`config.mk`:
```
export PLATFORM = sky130hd
export DESIGN_NAME = ula_arbiter
export DESIGN_NICKNAME = d
export VERILOG_FILES = /design/src/rtl/ula_pkg.sv /design/src/rtl/alu_core.sv /design/src/rtl/ula_arbiter.sv
export SDC_FILE = /design/constraint.sdc
export NUM_CORES = 1
export LEC_CHECK = 0
export ABC_AREA = 1
export BUFFER_PORTS_ARGS = -buffer_cell sky130_fd_sc_hd__buf_2
export CAP_MARGIN = 40
export CORE_MARGIN = 2
export CORE_UTILIZATION = 58
export DETAILED_ROUTE_END_ITERATION = 8
export GPL_TIMING_DRIVEN = 1
export PLACE_DENSITY_LB_ADDON = 0.1
export RECOVER_POWER = 25
export SLEW_MARGIN = 25
export SYNTH_ARGS = -nofsm -noshare
export SYNTH_HDL_FRONTEND = slang
export SYNTH_SLANG_ARGS = --single-unit
```
`constraint.sdc`:
```
create_clock -name clk -period 4.62 [get_ports clk]
set_input_delay 0.924 -clock clk [delete_from_list [all_inputs] [get_ports clk]]
set_output_delay 0.924 -clock clk [all_outputs]
set_load 0.01 [all_outputs]
```
`src/rtl/ula_pkg.sv`:
```
// rtl/ula_pkg.sv - shared types for the ALU arbiter and its ALU core
package ula_pkg;

    localparam int DEFAULT_W = 8;

    typedef enum logic [1:0] {
        OP_AND = 2'b00,
        OP_OR  = 2'b01,
        OP_ADD = 2'b10,
        OP_SUB = 2'b11
    } alu_op_t;

    typedef enum logic [1:0] {
        S_IDLE = 2'b00,
        S_EXEC = 2'b01,
        S_RESP = 2'b10
    } arb_state_t;

endpackage

```
`src/rtl/alu_core.sv`:
```
// rtl/alu_core.sv - combinational AND/OR/ADD/SUB with carry/borrow flag
module alu_core
    import ula_pkg::*;
#(
    parameter int W = DEFAULT_W
) (
    input  logic [W-1:0] a,
    input  logic [W-1:0] b,
    input  alu_op_t      op,
    output logic [W-1:0] result,
    output logic         flag
);

    logic [W:0] sum;
    logic [W:0] diff;

    // The extra top bit of the widened difference is the unsigned borrow.
    assign sum  = {1'b0, a} + {1'b0, b};
    assign diff = {1'b0, a} - {1'b0, b};

    always_comb begin
        result = '0;
        flag   = 1'b0;
        case (op)
            OP_AND: result = a & b;
            OP_OR:  result = a | b;
            OP_ADD: begin
                result = sum[W-1:0];
                flag   = sum[W];
            end
            OP_SUB: begin
                result = diff[W-1:0];
                flag   = diff[W];
            end
            default: begin
                result = '0;
                flag   = 1'b0;
            end
        endcase
    end

endmodule

```
`src/rtl/ula_arbiter.sv`:
```
// rtl/ula_arbiter.sv - round-robin sharing of one ALU among N_REQ requesters
module ula_arbiter
    import ula_pkg::*;
#(
    parameter int N_REQ = 4,
    parameter int W     = DEFAULT_W,
    parameter int IDW   = $clog2(N_REQ)
) (
    input  logic                 clk,
    input  logic                 rst_n,
    input  logic [N_REQ-1:0]     req_valid,
    output logic [N_REQ-1:0]     req_ready,
    input  logic [N_REQ*W-1:0]   req_a,
    input  logic [N_REQ*W-1:0]   req_b,
    input  logic [N_REQ*2-1:0]   req_op,
    output logic                 rsp_valid,
    input  logic                 rsp_ready,
    output logic [IDW-1:0]       rsp_id,
    output logic [W-1:0]         rsp_result,
    output logic                 rsp_flag,
    output logic                 busy
);

    arb_state_t     state_q, state_d;
    logic [IDW-1:0] rr_ptr_q, rr_ptr_d;
    logic [W-1:0]   a_q, a_d, b_q, b_d;
    alu_op_t        op_q, op_d;
    logic [IDW-1:0] id_q, id_d;
    logic           rsp_valid_q, rsp_valid_d;
    logic [IDW-1:0] rsp_id_q, rsp_id_d;
    logic [W-1:0]   rsp_result_q, rsp_result_d;
    logic           rsp_flag_q, rsp_flag_d;

    logic [W-1:0]   alu_result;
    logic           alu_flag;
    logic [IDW:0]   pick;
    logic           win_found;
    logic [IDW-1:0] win_id;

    // Returns {found, index} of the first valid requester at or after ptr.
    function automatic logic [IDW:0] rr_pick(input logic [N_REQ-1:0] valid,
                                             input logic [IDW-1:0]   ptr);
        logic           found;
        logic [IDW-1:0] idx;
        int             j;
        found = 1'b0;
        idx   = '0;
        for (int i = 0; i < N_REQ; i++) begin
            j = (int'(ptr) + i) % N_REQ;
            if (!found && valid[j]) begin
                found = 1'b1;
                idx   = IDW'(j);
            end
        end
        return {found, idx};
    endfunction

    assign pick      = rr_pick(req_valid, rr_ptr_q);
    assign win_found = pick[IDW];
    assign win_id    = pick[IDW-1:0];

    alu_core #(.W(W)) u_alu (
        .a      (a_q),
        .b      (b_q),
        .op     (op_q),
        .result (alu_result),
        .flag   (alu_flag)
    );

    always_comb begin
        state_d      = state_q;
        rr_ptr_d     = rr_ptr_q;
        a_d          = a_q;
        b_d          = b_q;
        op_d         = op_q;
        id_d         = id_q;
        rsp_valid_d  = rsp_valid_q;
        rsp_id_d     = rsp_id_q;
        rsp_result_d = rsp_result_q;
        rsp_flag_d   = rsp_flag_q;
        req_ready    = '0;
        case (state_q)
            S_IDLE: begin
                // Gated by rst_n so the grant strobe also drops during reset.
                if (win_found && rst_n) begin
                    req_ready[win_id] = 1'b1;
                    a_d      = req_a[int'(win_id)*W +: W];
                    b_d      = req_b[int'(win_id)*W +: W];
                    op_d     = alu_op_t'(req_op[int'(win_id)*2 +: 2]);
                    id_d     = win_id;
                    rr_ptr_d = IDW'((int'(win_id) + 1) % N_REQ);
                    state_d  = S_EXEC;
                end
            end
            S_EXEC: begin
                rsp_result_d = alu_result;
                rsp_flag_d   = alu_flag;
                rsp_id_d     = id_q;
                rsp_valid_d  = 1'b1;
                state_d      = S_RESP;
            end
            S_RESP: begin
                if (rsp_ready) begin
                    rsp_valid_d = 1'b0;
                    state_d     = S_IDLE;
                end
            end
            default: state_d = S_IDLE;
        endcase
    end

    always_ff @(posedge clk or negedge rst_n) begin
        if (!rst_n) begin
            state_q      <= S_IDLE;
            rr_ptr_q     <= '0;
            a_q          <= '0;
            b_q          <= '0;
            op_q         <= OP_AND;
            id_q         <= '0;
            rsp_valid_q  <= 1'b0;
            rsp_id_q     <= '0;
            rsp_result_q <= '0;
            rsp_flag_q   <= 1'b0;
        end else begin
            state_q      <= state_d;
            rr_ptr_q     <= rr_ptr_d;
            a_q          <= a_d;
            b_q          <= b_d;
            op_q         <= op_d;
            id_q         <= id_d;
            rsp_valid_q  <= rsp_valid_d;
            rsp_id_q     <= rsp_id_d;
            rsp_result_q <= rsp_result_d;
            rsp_flag_q   <= rsp_flag_d;
        end
    end

    assign rsp_valid  = rsp_valid_q;
    assign rsp_id     = rsp_id_q;
    assign rsp_result = rsp_result_q;
    assign rsp_flag   = rsp_flag_q;
    assign busy       = (state_q != S_IDLE);

endmodule

```
Word level (Yosys, flattened, before mapping)

Index checks and enable logic that the tools add are counted.

Register bits: 36
Output and inout port bits: 17

$add $sub $neg: 6
Order comparisons: 6
Equal/unequal tests: 7
Shifts and indexed selects: 3
Multiplexer cells: 30
Bitwise operators: 5
Reductions and logical operators: 18

Operators with widths:

| cell                                                       | count |
|---|---|
| variable part select 32 x 6 -> 8 bit                       | 2 |
| one-hot mux 8 bit (4 select lines)                         | 1 |
| two-way mux 1 bit                                          | 13 |
| less-than comparator 3 x 4 -> 1 bit, second input constant | 3 |
| two-way mux 2 bit                                          | 6 |
| adder 8 x 8 -> 9 bit                                       | 1 |
| subtractor 8 x 8 -> 9 bit                                  | 1 |
| bitwise AND 8 bit                                          | 1 |
| binary-select mux 1 bit (select 2 bit)                     | 4 |
| two-way mux 4 bit                                          | 2 |
| bitwise OR 8 bit                                           | 1 |
| variable part select 8 x 4 -> 2 bit                        | 1 |
| == test 2 bit, second input constant                       | 3 |
| less-than comparator 2 x 3 -> 1 bit, second input constant | 2 |
| one-hot mux 2 bit (3 select lines)                         | 1 |
| AND reduction 2 bit                                        | 3 |
| OR reduction 2 bit                                         | 3 |
| logical AND 1 bit                                          | 5 |
| adder 2 x 1 -> 2 bit, second input constant                | 2 |
| adder 2 bit, second input constant                         | 2 |
| == test 2 x 1 -> 1 bit, second input constant              | 2 |
| logical NOT 2 bit                                          | 2 |
| != test 2 bit, second input constant                       | 2 |
| one-hot mux 1 bit (2 select lines)                         | 2 |
| 5 further kinds                                            | 10 |

Logic depth before layout (Yosys ltp)

Word-level depth: 20
Mapped depth: 17
Depth with buffers taken out: 15

Hierarchy

Synthesis repeated with hierarchy kept, for this count alone.

Cells, all modules: 565
Area total of the unflattened synthesis: 3,500.9 um^2

Modules (own cells, without submodules):

| module      | instances | cells an instance | area an instance (um^2) | seq. area each (um^2) |
|---|---|---|---|---|
| ula_arbiter | 1         | 367               | 2,381.0                 | 900.9 |
| alu_core    | 1         | 198               | 1,119.8                 | 0.0 |

Worst setup path before layout

Ideal clock, no wire load.

Path type: input to output
From: input req_valid[3]
To: output req_ready[0]
Data arrival time: 2.160 ns
Data required time: 3.696 ns
Setup slack: 1.536 ns
Cell stages on the path: 12
Path buffers: 2
Path through: inv_1 nand2_1 nand3_1 nand2_2 nor2_4 nand3_2 nand3_2 buf_6 buf_6 ha_1 inv_1 nor2_1

Longest elaborated chain between the ends: 18
Elaborated cells on any way between the ends: 33
Those cells by class: order compare (2); mux (23); reduce/logical (8)

Ends and longest elaborated chain:

| item                                                                                                      | line              | source |
|---|---|---|
| start, declared                                                                                           | ula_arbiter.sv:11 | `input logic [N_REQ-1:0] req_valid,` |
| binary-select mux 1 bit (select 2 bit)                                                                    | ula_arbiter.sv:50 | `if (!found && valid[j]) begin` |
| two-way mux 1 bit (implied by the code)                                                                   | ula_arbiter.sv:50 |  |
| two-way mux 1 bit                                                                                         | ula_arbiter.sv:50 |  |
| logical NOT 1 bit                                                                                         | ula_arbiter.sv:50 |  |
| logical AND 1 bit                                                                                         | ula_arbiter.sv:50 |  |
| two-way mux 1 bit                                                                                         | ula_arbiter.sv:50 |  |
| logical NOT 1 bit                                                                                         | ula_arbiter.sv:50 |  |
| logical AND 1 bit                                                                                         | ula_arbiter.sv:50 |  |
| (+2 left out)                                                                                             | n/a               |  |
| logical AND 1 bit                                                                                         | ula_arbiter.sv:50 |  |
| two-way mux 2 bit                                                                                         | ula_arbiter.sv:50 |  |
| less-than comparator 2 x 3 -> 1 bit (implied by the code) or >= comparator 2 x 1 -> 1 bit (tied branches) | ula_arbiter.sv:86 | `req_ready[win_id] = 1'b1;` |
| logical AND 1 bit (implied by the code)                                                                   | ula_arbiter.sv:86 |  |
| two-way mux 1 bit (implied by the code)                                                                   | ula_arbiter.sv:86 |  |
| demux 1 bit (select 2 bit)                                                                                | ula_arbiter.sv:86 |  |
| two-way mux 4 bit (*)                                                                                     | ula_arbiter.sv:85 | `if (win_found && rst_n) begin` |
| two-way mux 4 bit (*)                                                                                     | ula_arbiter.sv:82 | `case (state_q)` |
| end, declared                                                                                             | ula_arbiter.sv:12 | `output logic [N_REQ-1:0] req_ready,` |

Every way passes the cells marked *; elsewhere a longest branch is shown, timed or not. The select of a mux whose other input is x is not followed.

Final worst setup path

From: register rr_ptr_q[0]
To: output req_ready[2]

Longest elaborated chain between the ends: 18
Elaborated cells on any way between the ends: 36
Those cells by class: add/sub (3); order compare (2); mux (23); reduce/logical (8)

Ends and longest elaborated chain:

| item                                                                                                      | line                                 | source |
|---|---|---|
| start, declared                                                                                           | ula_arbiter.sv:25                    | `logic [IDW-1:0] rr_ptr_q, rr_ptr_d;` |
| start signal, assigned                                                                                    | ula_arbiter.sv:126                   | `rr_ptr_q <= rr_ptr_d;` |
| adder 2 x 1 -> 2 bit or binary-select mux 1 bit (select 2 bit) (tied branches)                            | ula_arbiter.sv:49, ula_arbiter.sv:50 |  |
| binary-select mux 1 bit (select 2 bit) or two-way mux 1 bit (tied branches)                               | ula_arbiter.sv:50                    |  |
| two-way mux 1 bit (implied by the code)                                                                   | ula_arbiter.sv:50                    |  |
| two-way mux 1 bit (implied by the code) or logical NOT 1 bit (tied branches)                              | ula_arbiter.sv:50                    |  |
| logical AND 1 bit                                                                                         | ula_arbiter.sv:50                    |  |
| two-way mux 1 bit                                                                                         | ula_arbiter.sv:50                    |  |
| logical NOT 1 bit                                                                                         | ula_arbiter.sv:50                    |  |
| logical AND 1 bit                                                                                         | ula_arbiter.sv:50                    |  |
| (+2 left out)                                                                                             | n/a                                  |  |
| logical AND 1 bit                                                                                         | ula_arbiter.sv:50                    |  |
| two-way mux 2 bit                                                                                         | ula_arbiter.sv:50                    |  |
| less-than comparator 2 x 3 -> 1 bit (implied by the code) or >= comparator 2 x 1 -> 1 bit (tied branches) | ula_arbiter.sv:86                    |  |
| logical AND 1 bit (implied by the code)                                                                   | ula_arbiter.sv:86                    |  |
| two-way mux 1 bit (implied by the code)                                                                   | ula_arbiter.sv:86                    |  |
| demux 1 bit (select 2 bit)                                                                                | ula_arbiter.sv:86                    |  |
| two-way mux 4 bit (*)                                                                                     | ula_arbiter.sv:85                    |  |
| two-way mux 4 bit (*)                                                                                     | ula_arbiter.sv:82                    |  |

Marks and branches as above.

==> impl_metrics.ini <==
[finish]
layoutNonFillerInstCount = 711
num_antenna_cells = 0
area_growth_syn_to_layout_pct = 16.2
finalNetCount = 748
n_fill_cell = 497
layout-drive-gt1-share_pct = 18.9

[clock_tree]
clkSinkCount = 36
clock_pin_slew_of_the_registers_on_the_worst_case_setup_and_hold_paths_ns = 0.08
cts_htree_levels = 2
clock-root-buffer = clkbuf_8
number_of_buffers_created_by_cts = 5
clock_insertion_delay_worst_skew_ns = 0.29
cts_buffer_depth = 2
postCtsSetupBuffers = 0
postCtsResizedCells = 0
tritoncts = built
holdBufCountCts = 0

[run_status]
outcome = completed

[synthesis]
postSynthRegisterBits = 36
synth_warnings = 0
synth-edff-count = 0
syn-num-nets = 663
ys.flop_type = dfrtp_1
synth_top_area_share_pct = 27.4
asyncSetResetFlopFracSynth_pct = 100
synth_area_leader_cell = nand2_1
synth_common_cells = nand2_1, inv_1, nand3_1, dfrtp_1, ha_1
syn-instance-count = 553
synth.top_cells.by_area = nand2_1, dfrtp_1, ha_1
synth_cell_type_count = 34
syn_avg_cell_area_um2 = 6.18
ys_seq_area_share_pct = 26.4
yosysMostFrequentCell = nand2_1
synth.cell_area_um2 = 3420

[die]
start_util_pct = 60.9
die_h_um = 80.7
floorplan.core_area_um2 = 5610
die-area_um2 = 6520
floorplan.rows = 27
top_ports = 96
die-width_um = 80.7

[sta]
setup_total_negative_slack_ns = 0
timing_worst_slew_pin_value_ns = 0.458
skew_ns = 0.00630
clock_period_minus_worst_slack_ns = 3.84
timing_hold_violations_final = 0
unrepaired_setup_endpoints_after_global_routing = false
maxSlewHeadroom_pct = 69.3
max_freq_mhz = 260
setup_violations = 0
finalMaxSlewViolations = 0
layout_worst_path_cycle_share_pct = 83.2

[place]
portBuffers = 95
place.detailed.hpwl_mm = 6.39
placed_cells_incl_taps = 703
gpl.final_weighted_congestion = 0.963

[detailed_routing]
drt-vias-per-instance = 5.14
routed.top_layer = met4
met3_length_um = 560
route.layer.met1.wl_mm = 3.88
met2_length_mm = 3.73
drt_drc_violations_left = 0
detailroute.via_count = 3654
drt-wirelength-per-cell_um = 11.6
detail-route-antenna-nets = 0
drt_pass1_iterations = 5
drt_iter0_markers = 251
detail_route.wirelength_mm = 8.28

[power]
net-switching-power_mw = 1.83
p_seq_share_pct = 19.3
p_int_mw = 1.38
ir_worst_vdd_mv = 0.427
power.density_nw_per_um2 = 808
swShare_pct = 57.0
static-leakage-power_nw = 2.40
total_power_mw = 3.21
power.combinational.fraction_pct = 73.3
power.share.clock_pct = 7.4

[critical_path]
crit_fanout = 39
worstSetupPathType = register to primary output
cp-end-kind = primary output
cp_data_required_time_ns = 3.70
timing.critical_path.from_type = register
cp_data_arrival_time_ns = 2.92

[global_routing]
grt_pass1_wl_mm = 14.3
pin_count_of_the_biggest_net_entering_global_routing = 40
groute.usage.overall_pct = 27.2
initial_antenna_violation_count = 0
vias_in_the_first_global_route = 3371
gr-total-overflow = 0

[min_path]
hold_path.class = register to register

[flow_run]
cap_viol_max_count = 0
## worst max-delay path, stage by stage, from the launching register on
cell and delay (ns):
dfrtp_1 0.55, inv_1 0.26, nand2_1 0.11, nand2_1 0.12, o21ai_0 0.29, nand3_2 0.30, nand3_2 0.18, buf_4 0.34
ha_1 0.21, inv_1 0.04, nor2_1 0.08, buf_2 0.14
## through the flow
step	util, %	instance area, µm²	hold WS, ns	setup slack, ns
floorplan	-	3420	0.450	1.54
global placement	69.0	3870	0.449	1.01
detailed placement	69.0	3870	0.462	0.901
CTS	70.8	3970	0.481	0.866
global route	70.8	3970	0.504	0.479
finish	70.8	3970	0.473	0.778
## routing by layer
layer | vias to the layer above | track usage (%)
met5 | - | 0
met4 | 0 | 7.80
met3 | 16 | 4.11
met2 | 162 | 46.3
met1 | 1586 | 36.1
li1 | 1890 | -
## cell type report
cell class | count | area [µm²] | area share, %
Tap cell | 72 | 90.1 | 2.27
Clock buffer | 6 | 82.6 | 2.08
Clock inverter | 2 | 15.0 | 0.378
Sequential cell | 36 | 901 | 22.7
Timing Repair Buffer | 97 | 490 | 12.4
Multi-Input combinational cell | 424 | 2110 | 53.2
Inverter | 74 | 280 | 7.06
## power by group through the flow
stage	sequential (mW)	clock, mW	combinational (mW)
6_report	0.618	0.238	2.35
5_1_grt	0.642	0.254	2.72
4_1_cts	0.615	0.241	2.33
3_5_place_dp	0.620	0	2.30
3_3_place_gp	0.612	0	2.24
2_1_floorplan	0.592	0	1.91
## cells in the final DEF, fill, tap and decap left out, drive strengths merged, types with 4 or more instances in the layout
cell      n
a21oi    14
buf      97
clkbuf    6
dfrtp    36
ha       29
inv      73
nand2   254
nand3    56
nand4     4
nor2     28
o21ai    22
## cell families (layout without fill, tap and decap cells)
kind of cell | count (synthesis) | in the layout | synth area share, %
xor+xnor | 1 | 1 | 0.256
compound gates | 47 | 47 | 7.84
simple gates | 345 | 345 | 41.9
flops | 36 | 36 | 26.4
fa+ha+maj | 31 | 31 | 11.8
buf+inv | 93 | 179 | 11.9
## state kept, by name, summed over array words and instances, names as in the netlist, 2 cells and up
| signal | cells |
|---|---|
| state_q | 2 |
| rsp_id | 2 |
| a_q | 8 |
| id_q | 2 |
| b_q | 8 |
| op_q | 2 |
| rsp_result | 8 |
| rr_ptr_q | 2 |
## worst paths after layout
path	depth (start not counted)	endpoint	slack, ns	startpoint
worst max-delay path	11	req_ready[2]	0.78	rr_ptr_q[0]$_DFFE_PN0P_
worst min-delay path	2	rsp_id[0]$_DFFE_PN0P_	0.47	rsp_id[0]$_DFFE_PN0P_
worst max register to register	12	a_q[6]$_DFFE_PN0P_	1.97	rr_ptr_q[0]$_DFFE_PN0P_
worst min register to register	2	rsp_id[0]$_DFFE_PN0P_	0.47	rsp_id[0]$_DFFE_PN0P_
max in group asynchronous	2	b_q[7]$_DFFE_PN0P_	3.63	rst_n
min in group asynchronous	2	rr_ptr_q[0]$_DFFE_PN0P_	0.66	rst_n
Note: power is estimated with default switching activity, not from simulation.
